<file path="src/rtl/cordic_pkg.sv">
// cordic_pkg: shared constants and types for the CORDIC result UART stage
package cordic_pkg;
  localparam int VAL_W = 11;
  localparam logic [4:0] SYNC_PAT = 5'b10100;
  localparam int CLK_DIV_DEF = 16;
  typedef enum logic [1:0] {IDLE, START, DATA, STOP} tx_state_t;
endpackage

</file>
<file path="src/rtl/cordic_uart_tx_if.sv">
// cordic_uart_tx_if: result bus from the CORDIC core plus UART status/pin outputs
interface cordic_uart_tx_if #(parameter int DEPTH = 2);
  logic [cordic_pkg::VAL_W-1:0] val;
  logic done;
  logic tx;
  logic busy;
  logic overflow;
  logic [$clog2(DEPTH):0] level;
  modport master(output val, done, input tx, busy, overflow, level);
  modport slave(input val, done, output tx, busy, overflow, level);
endinterface

</file>
<file path="src/rtl/cordic_result_fifo.sv">
// cordic_result_fifo: DEPTH x W synchronous FIFO; push accepted when full if a pop happens too
module cordic_result_fifo #(
  parameter int DEPTH = 2,
  parameter int W = 11,
  localparam int AW = $clog2(DEPTH)
) (
  input  logic clk,
  input  logic rst,
  input  logic push,
  input  logic pop,
  input  logic [W-1:0] din,
  output logic [W-1:0] dout,
  output logic empty,
  output logic full,
  output logic [AW:0] level
);
  logic [W-1:0] mem_q [DEPTH];
  logic [AW:0] wp_q, wp_d, rp_q, rp_d;
  logic do_push, do_pop;
  assign level = wp_q - rp_q;
  assign empty = level == '0;
  assign full = level[AW];
  assign dout = mem_q[rp_q[AW-1:0]];
  assign do_push = push & (~full | pop);
  assign do_pop = pop & ~empty;
  // pointer advance; the extra MSB distinguishes full from empty
  always_comb begin
    wp_d = wp_q + {{AW{1'b0}}, do_push};
    rp_d = rp_q + {{AW{1'b0}}, do_pop};
  end
  // pointer registers
  always_ff @(posedge clk or posedge rst) begin
    if (rst) begin
      wp_q <= '0;
      rp_q <= '0;
    end else begin
      wp_q <= wp_d;
      rp_q <= rp_d;
    end
  end
  // storage; a slot being popped can be overwritten in the same cycle since dout is read first
  always_ff @(posedge clk) begin
    if (do_push) mem_q[wp_q[AW-1:0]] <= din;
  end
endmodule

</file>
<file path="src/rtl/cordic_uart_tx.sv">
// cordic_uart_tx: captures CORDIC results on done rising edge and sends each as two UART 8N1 bytes
module cordic_uart_tx #(
  parameter int CLK_DIV = cordic_pkg::CLK_DIV_DEF,
  parameter int DEPTH = 2,
  parameter int VAL_W = cordic_pkg::VAL_W
) (
  input logic clk,
  input logic rst,
  cordic_uart_tx_if.slave bus
);
  import cordic_pkg::*;
  localparam int AW = $clog2(DEPTH);
  localparam int BW = $clog2(CLK_DIV);
  localparam logic [BW-1:0] RELOAD = BW'(CLK_DIV - 1);
  tx_state_t state_q, state_d;
  logic [BW-1:0] baud_q, baud_d;
  logic [2:0] bit_idx_q, bit_idx_d;
  logic [VAL_W-1:0] hold_q, hold_d, dout;
  logic [AW:0] level;
  logic [7:0] cur_byte;
  logic byte_sel_q, byte_sel_d, tx_q, tx_d, done_q, overflow_q, overflow_d;
  logic push, pop, empty, full, tick;
  assign push = bus.done & ~done_q;
  assign tick = baud_q == '0;
  assign cur_byte = byte_sel_q ? hold_q[7:0] : {SYNC_PAT, hold_q[VAL_W-1:8]};
  assign bus.tx = tx_q;
  assign bus.busy = (state_q != IDLE) | (level != '0);
  assign bus.overflow = overflow_q;
  assign bus.level = level;
  cordic_result_fifo #(.DEPTH(DEPTH), .W(VAL_W)) u_fifo (
    .clk(clk), .rst(rst), .push(push), .pop(pop), .din(bus.val),
    .dout(dout), .empty(empty), .full(full), .level(level)
  );
  // next-state: frame sequencing, baud reload on every bit boundary, FIFO pop
  always_comb begin
    state_d = state_q;
    baud_d = baud_q - 1'b1;
    bit_idx_d = bit_idx_q;
    byte_sel_d = byte_sel_q;
    hold_d = hold_q;
    tx_d = tx_q;
    pop = 1'b0;
    overflow_d = overflow_q | (push & full & ~pop);
    case (state_q)
      IDLE: begin
        baud_d = RELOAD;
        tx_d = 1'b1;
        if (!empty) begin
          pop = 1'b1;
          hold_d = dout;
          byte_sel_d = 1'b0;
          state_d = START;
          tx_d = 1'b0;
        end
      end
      START: if (tick) begin
        state_d = DATA;
        bit_idx_d = '0;
        baud_d = RELOAD;
        tx_d = cur_byte[0];
      end
      DATA: if (tick) begin
        baud_d = RELOAD;
        state_d = bit_idx_q == 3'd7 ? STOP : DATA;
        bit_idx_d = bit_idx_q + 3'd1;
        tx_d = bit_idx_q == 3'd7 ? 1'b1 : cur_byte[bit_idx_q + 3'd1];
      end
      STOP: if (tick) begin
        baud_d = RELOAD;
        state_d = START;
        tx_d = 1'b0;
        if (!byte_sel_q) byte_sel_d = 1'b1;
        else if (!empty) begin
          pop = 1'b1;
          hold_d = dout;
          byte_sel_d = 1'b0;
        end else begin
          state_d = IDLE;
          tx_d = 1'b1;
        end
      end
    endcase
    overflow_d = overflow_q | (push & full & ~pop);
  end
  // state registers; reset forces the pin idle and abandons any partial frame
  always_ff @(posedge clk or posedge rst) begin
    if (rst) begin
      state_q <= IDLE;
      baud_q <= '0;
      bit_idx_q <= '0;
      byte_sel_q <= 1'b0;
      hold_q <= '0;
      tx_q <= 1'b1;
      done_q <= 1'b0;
      overflow_q <= 1'b0;
    end else begin
      state_q <= state_d;
      baud_q <= baud_d;
      bit_idx_q <= bit_idx_d;
      byte_sel_q <= byte_sel_d;
      hold_q <= hold_d;
      tx_q <= tx_d;
      done_q <= bus.done;
      overflow_q <= overflow_d;
    end
  end
endmodule

</file>
<file path="src/flat_wrapper.sv">
// flat-port wrapper written by rule: the top's interface ports become plain ports
module cordic_uart_tx_flat import cordic_pkg::*;
#(
  parameter int CLK_DIV = cordic_pkg::CLK_DIV_DEF,
  parameter int DEPTH = 2,
  parameter int VAL_W = cordic_pkg::VAL_W
)
  (clk, rst, bus_val, bus_done, bus_tx, bus_busy, bus_overflow, bus_level);
  cordic_uart_tx_if #(.DEPTH(DEPTH)) bus_i ();
  input logic clk;
  input logic rst;
  input wire logic [$bits(bus_i.val)-1:0] bus_val;
  input wire logic [$bits(bus_i.done)-1:0] bus_done;
  output wire logic [$bits(bus_i.tx)-1:0] bus_tx;
  output wire logic [$bits(bus_i.busy)-1:0] bus_busy;
  output wire logic [$bits(bus_i.overflow)-1:0] bus_overflow;
  output wire logic [$bits(bus_i.level)-1:0] bus_level;
  assign bus_i.val = bus_val;
  assign bus_i.done = bus_done;
  assign bus_tx = bus_i.tx;
  assign bus_busy = bus_i.busy;
  assign bus_overflow = bus_i.overflow;
  assign bus_level = bus_i.level;
  cordic_uart_tx #(.CLK_DIV(CLK_DIV), .DEPTH(DEPTH), .VAL_W(VAL_W)) u_core (.clk(clk), .rst(rst), .bus(bus_i));
endmodule
</file>
<file path="config.mk">
export PLATFORM = sky130hd
export DESIGN_NAME = cordic_uart_tx_flat
export DESIGN_NICKNAME = d
export VERILOG_FILES = /design/src/rtl/cordic_pkg.sv /design/src/rtl/cordic_uart_tx_if.sv /design/src/rtl/cordic_result_fifo.sv /design/src/rtl/cordic_uart_tx.sv /design/src/flat_wrapper.sv
export SDC_FILE = /design/constraint.sdc
export NUM_CORES = 1
export LEC_CHECK = 0
export CORE_MARGIN = 2
export CORE_UTILIZATION = 40
export DETAILED_ROUTE_END_ITERATION = 10
export SYNTH_ARGS = -nofsm -noshare
export SYNTH_HDL_FRONTEND = slang
export SYNTH_SLANG_ARGS = --single-unit
</file>
<file path="constraint.sdc">
create_clock -name clk -period 3.2 [get_ports clk]
set_input_delay 0.64 -clock clk [delete_from_list [all_inputs] [get_ports clk]]
set_output_delay 0.64 -clock clk [all_outputs]
set_load 0.02 [all_outputs]
</file>
## Word-level counts from Yosys, hierarchy flattened

Memories as Yosys holds them, arrays and structs flattened.
Index checks and enable logic that the tools add are counted.

| storage, ports and cells | value |
|---|---|
| logic and storage cells | 88 |
| latch bits | 0 |
| memory bits (writable) | 22 |
| bits in read-only memories | 0 |
| memories kept | 1 |
| output and inout port bits | 5 |
| flip-flop bits (word level) | 28 |

| operators by class | value |
|---|---|
| reduce and logical (&&, ||, !) cells | 13 |
| equality and inequality tests | 9 |
| mux-type cells | 37 |
| $add $sub $neg | 5 |
| $lt $le $gt $ge | 1 |
| div/mod/pow operators | 0 |
| shifts and indexed selects | 0 |
| bitwise operators | 12 |
| multiply operators | 0 |

Memories:

| name | words | width | rd ports | clocked after memory_dff | write ports | line | text |
|---|---|---|---|---|---|---|---|
| u_core.u_fifo.mem_q | 2 | 11 | 1 | 0 | 1 | cordic_result_fifo.sv:17 | `logic [W-1:0] mem_q [DEPTH];` |

Operators by type and width:

| kind | number |
|---|---|
| $mux 11 | 3 |
| $pmux 11 s2 | 1 |
| $mux 1 | 17 |
| $reduce_and 3->1 | 4 |
| $mux 2 | 5 |
| $mux 8 | 1 |
| $ne 2x1->1 const B | 4 |
| $pmux 2 s4 | 1 |
| $pmux 4 s2 | 1 |
| $reduce_bool 2->1 | 4 |
| $mux 3 | 2 |
| $pmux 3 s2 | 1 |
| $and 1x1->1 | 5 |
| $add 2x1->2 | 2 |
| $eq 2x2->1 const B | 2 |
| $logic_not 2->1 | 2 |
| $logic_not 4->1 | 1 |
| $lt 3x4->1 const B | 1 |
| $mux 4 | 1 |
| $not 1->1 | 4 |
| $pmux 1 s2 | 2 |
| $pmux 1 s4 | 1 |
| $reduce_and 4->1 | 1 |
| $sub 4x1->4 const B | 1 |
| other kinds (8) | 10 |

## Depth between registers and ports, before layout

| logic depth | value |
|---|---|
| depth in word-level cells | 10 |
| depth in mapped cells | 8 |

## Modules after synthesis

Synthesis repeated with hierarchy kept, for this count alone.

| unflattened totals | value |
|---|---|
| cells, all modules | 163 |
| area total of the unflattened synthesis | 2284.7 µm² |

Modules (own cells, without submodules):

| module | cells an instance | instances | area an instance (µm²) |
|---|---|---|---|
| cordic_uart_tx | 109 | 1 | 1256.2 |
| cordic_result_fifo | 54 | 1 | 1028.5 |

## Worst setup path before layout

OpenSTA, ideal clock, no wires.

| timing | value |
|---|---|
| path type | register to register |
| from | reg u_core.baud_q[0] |
| to | mem u_core.u_fifo.mem_q[1][0] (enable) |
| path slack | 0.783 ns |
| required time | 2.843 ns |
| setup time | 0.357 ns |
| stages on the path, launching flop included | 8 |
| period minus slack after synthesis | 2.417 ns |
| arrival | 2.061 ns |
| path through | dfrtp_1 -> inv_1 -> ha_1 -> nor3b_2 -> a31oi_1 -> or3_1 -> a21oi_1 -> ha_1 |

| on the way | value |
|---|---|
| longest elaborated chain between the ends | 7 |

Ends and longest elaborated chain:

| what | line | text |
|---|---|---|
| from (decl) | cordic_uart_tx.sv:16 | `logic [BW-1:0] baud_q, baud_d;` |
| from (signal assigned) | cordic_uart_tx.sv:98 | `baud_q <= baud_d;` |
| $logic_not 4->1 | cordic_uart_tx.sv:24 | `assign tick = baud_q == '0;` |
| $mux 1 | cordic_uart_tx.sv:68 | `STOP: if (tick) begin` |
| $pmux 1 s2 | cordic_uart_tx.sv:44 | `case (state_q)` |
| $or 1x1->1 | cordic_result_fifo.sv:24 | `assign do_push = push & (~full \| pop);` |
| $and 1x1->1 | cordic_result_fifo.sv:24 |  |
| $mux 1 | cordic_result_fifo.sv:43 | `if (do_push) mem_q[wp_q[AW-1:0]] <= din;` |
| $mux 1 (not written as such) | cordic_result_fifo.sv:43 |  |
| to (decl) | cordic_result_fifo.sv:17 |  |

Every way passes these cells.

## Worst setup path after layout

| timing | value |
|---|---|
| from | reg u_core.u_fifo.rp_q[0] |
| to | out bus_busy |

| on the way | value |
|---|---|
| longest elaborated chain between the ends | 3 |

Ends and longest elaborated chain:

| what | line | text |
|---|---|---|
| from (decl) | cordic_result_fifo.sv:18 | `logic [AW:0] wp_q, wp_d, rp_q, rp_d;` |
| from (signal assigned) | cordic_result_fifo.sv:38 | `rp_q <= rp_d;` |
| $sub 2x2->2 | cordic_result_fifo.sv:20 | `assign level = wp_q - rp_q;` |
| $reduce_bool 2->1 | cordic_uart_tx.sv:27 | `assign bus.busy = (state_q != IDLE) \| (level != '0);` |
| $or 1x1->1 | cordic_uart_tx.sv:27 |  |
| to (decl) | flat_wrapper.sv:15 | `output wire logic [$bits(bus_i.busy)-1:0] bus_busy;` |

Every way passes these cells.

==> flow_metrics.env <==
export IMPL_outcome="finished, final reports clean"
export IMPL_yosysSeqAreaShare_pct=59.70
export IMPL_start_kind="flop"
export IMPL_yosys_top_cells_area="dfrtp_1, edfxtp_1, mux2_2"
export IMPL_drive_gt1_share_pct=18.85
export IMPL_drc_errors=0
export IMPL_dr_pass1_iters=4
export IMPL_yosysMostFrequentCell="dfrtp_1"
export IMPL_relSlewSlack_pct=61.87
export IMPL_overflow=0
export IMPL_row_count=27
export IMPL_h_tree_depth=2
export IMPL_track_usage_pct=14.22
export IMPL_synth_fa_ha_area_share_pct=7.127
export IMPL_synth_seq_cells=50
export IMPL_drt_wl_total_microns=4017
export IMPL_place_congestion=0.7925
export IMPL_synth_mux_area_share_pct=14.58
export IMPL_async_flop_share_pct=56.00
export IMPL_synthSimpleGateAreaFrac_pct=6.634
export IMPL_core_area_sq_mm=0.005507
export IMPL_syn_inst=166
export IMPL_synth_common_cells="dfrtp_1, mux2_2, edfxtp_1"
export IMPL_cts_setup_buffers=0
export IMPL_ys_types=34
export IMPL_hp_class="reg -> reg"
export IMPL_avgSynthCellArea_sq_um=13.75
export IMPL_num_antenna_cells=0
export IMPL_cts_tree="built"
export IMPL_syn_num_nets=193
export IMPL_grt_start_max_net_pins=29
export IMPL_seq_power_share_pct=53.2
export IMPL_drv_slew=0
export IMPL_cts_hold_buf=0
export IMPL_period_minus_slack_ps=2955
export IMPL_p_leak_nw=1.050
export IMPL_crit_slowest_cell="dfrtp_1"
export IMPL_synth_edf_count=22
export IMPL_internal_power_mw=1.057
export IMPL_yosys_warnings=0
export IMPL_critical_path_top_delay_family="buffers and inverters"
export IMPL_clkSinkCount=50
export IMPL_dieArea_sq_mm=0.006326
export IMPL_cts_root_buf="clkbuf_8"
export IMPL_rsz0062_at_grt="no"
export IMPL_drt_iter0_markers=59
export IMPL_switching_share_pct=24.72
export IMPL_critPathKind="reg -> out"
export IMPL_hold_viol_final=0
export IMPL_grt_first_pass_wirelength_microns=6824
export IMPL_critPathRequiredTime_ps=2560
export IMPL_cp_buffers_inverters=2
export IMPL_switchingPower_mw=0.3472
export IMPL_powerDensity_mw_per_mm2=529.2
export IMPL_viasPerCell=5.027
export IMPL_fmax_ghz=0.3384
export IMPL_yosysTopAreaCell="dfrtp_1"
export IMPL_critPathCaptureType="primary output"
export IMPL_clkTransAtPathRegs_ps=80
export IMPL_setup_tns_ps=0
export IMPL_io_buffers=18
export IMPL_dieHeight_microns=79.54
export IMPL_peakVddDrop_uv=292.7
export IMPL_cts_resized_gates=0
export IMPL_p_comb_share_pct=16.5
export IMPL_io_pins=19
export IMPL_drt_antenna_violating_nets=0
export IMPL_cap_violations=0
export IMPL_critPathMaxStageDelay_ps=570
export IMPL_synth_top_family_by_area="multiplexers"
export IMPL_worst_pin_slew_ps=571.9
export IMPL_synth_compound_area_share_pct=6.634
export IMPL_num_vias=1322
export IMPL_final_net_count=217
export IMPL_synth_top_cell_area_share_pct=29.61
export IMPL_cts_buffers=5
export IMPL_path_cells="ha_1 -> inv_1 -> nor2_1 -> nand2_1 -> clkdlybuf4s50_1"
export IMPL_crit_fanout=13
export IMPL_p_clk_share_pct=30.3
export IMPL_synthFlopType="dfrtp_1"
export IMPL_synthesis_area_sq_mm=0.002282
export IMPL_dp_hpwl_microns=2913
export IMPL_worst_ep_arrival_time_ps=2320
export IMPL_synth_xor_area_share_pct=2.303
export IMPL_finClkSkew_ps=4.768
export IMPL_dieWidth_microns=79.54
export IMPL_grt_pass1_vias=1349
export IMPL_start_util_pct=41.45
export IMPL_antenna_found_initial=0
export IMPL_finalSetupViolCount=0
export IMPL_clock_path_buffers=2
export IMPL_p_total_mw=1.404
export IMPL_drt_wirelength_per_cell_microns=15.27
export IMPL_clk_latency_ps=290
export IMPL_min_period_over_period_pct=92.36
export IMPL_syn_to_final_growth_pct=16.28
[final cells by class]
class	instances	area (sq um)
fill	466	2853
clock buffer	6	72.57
multi-input combinational	101	850.8
inverter	11	41.29
clock inverter	2	33.78
timing repair buffer	21	202.7
tap	72	90.09
sequential	50	1363
[cell usage in the layout (no fill, tap or decap), types with 5 or more instances in the layout]
| master | Yosys | final |
|---|---|---|
| clkdlybuf4s50_1 | 0 | 18 |
| clkbuf_8 | 0 | 5 |
| nand2_1 | 11 | 11 |
| o21ai_0 | 8 | 8 |
| mux2_2 | 24 | 24 |
| ha_1 | 13 | 13 |
| edfxtp_1 | 22 | 22 |
| a21oi_1 | 5 | 5 |
| nor2_1 | 5 | 5 |
| inv_1 | 11 | 11 |
| dfrtp_1 | 27 | 27 |
[power by group through the flow]
stage,Combinational (mW),Sequential [mW],Clock (mW)
2_1_floorplan,0.160,0.757,0
3_3_place_gp,0.227,0.760,0
3_5_place_dp,0.234,0.762,0
4_1_cts,0.236,0.748,0.444
5_1_grt,0.259,0.753,0.468
6_report,0.232,0.747,0.425
[state kept, by name (all words and copies together) (netlist names)]
name                 count
u_core.baud_q            4
u_core.bit_idx_q         3
u_core.bus.overflow      1
u_core.bus.tx            1
u_core.byte_sel_q        1
u_core.done_q            1
u_core.hold_q           11
u_core.state_q           2
u_core.u_fifo.mem_q     22
u_core.u_fifo.rp_q       2
u_core.u_fifo.wp_q       2
[worst register-to-register path, stage by stage, from the launching register on]
cell     delay [ps]
dfrtp_1         660
ha_1            370
inv_1           100
nor2_1          100
or3_1           420
a21oi_1         240
ha_1            560
[routing by layer]
| metal | vias up | global-route usage (%) | share of wire [%] |
|---|---|---|---|
| li1 | 644 | - | - |
| met1 | 657 | 18.22 | 46 |
| met2 | 17 | 23.61 | 50 |
| met3 | 4 | 3.507 | 2.7 |
| met4 | 0 | 4.655 | 1.0 |
| met5 | - | 0 | 0 |
[path summary, 6_finish.rpt]
kind / startpoint / end / slack (ps) / cells after the start
worst max-delay path: u_core.u_fifo.rp_q[0] / bus_busy / 240 / 5
worst min-delay path: u_core.bus.overflow / u_core.bus.overflow / 480 / 1
worst max register to register: u_core.u_fifo.rp_q[0] / u_core.u_fifo.mem_q[1][4] / 390 / 6
worst min register to register: u_core.bus.overflow / u_core.bus.overflow / 480 / 1
max in group asynchronous: rst / u_core.bus.tx / 2180 / 3
min in group asynchronous: rst / u_core.u_fifo.rp_q[1] / 710 / 3
[cells by family after synthesis]
kind of cell	after synthesis
AO/OA/AOI/OAI	24
XOR/XNOR	6
adder cells (fa/ha/maj)	13
buffers and inverters	15
flip-flops	50
multiplexers	29
AND/OR/NAND/NOR	29
[through the flow]
stage | area, sq um | worst slack, ps | util, % | hold slack (ps) | cells
floorplan | 2282 | 782.6 | - | 450.7 | 166
global placement | 2547 | 457.3 | 46.26 | 456.8 | 255
detailed placement | 2547 | 333.8 | 46.26 | 470.8 | 255
CTS | 2654 | 221.7 | 48.19 | 490.9 | 263
global route | 2654 | 33.53 | 48.19 | 504.0 | 263
finish | 2654 | 244.6 | 48.19 | 478.3 | 263
(Power assumes the default switching activity.)
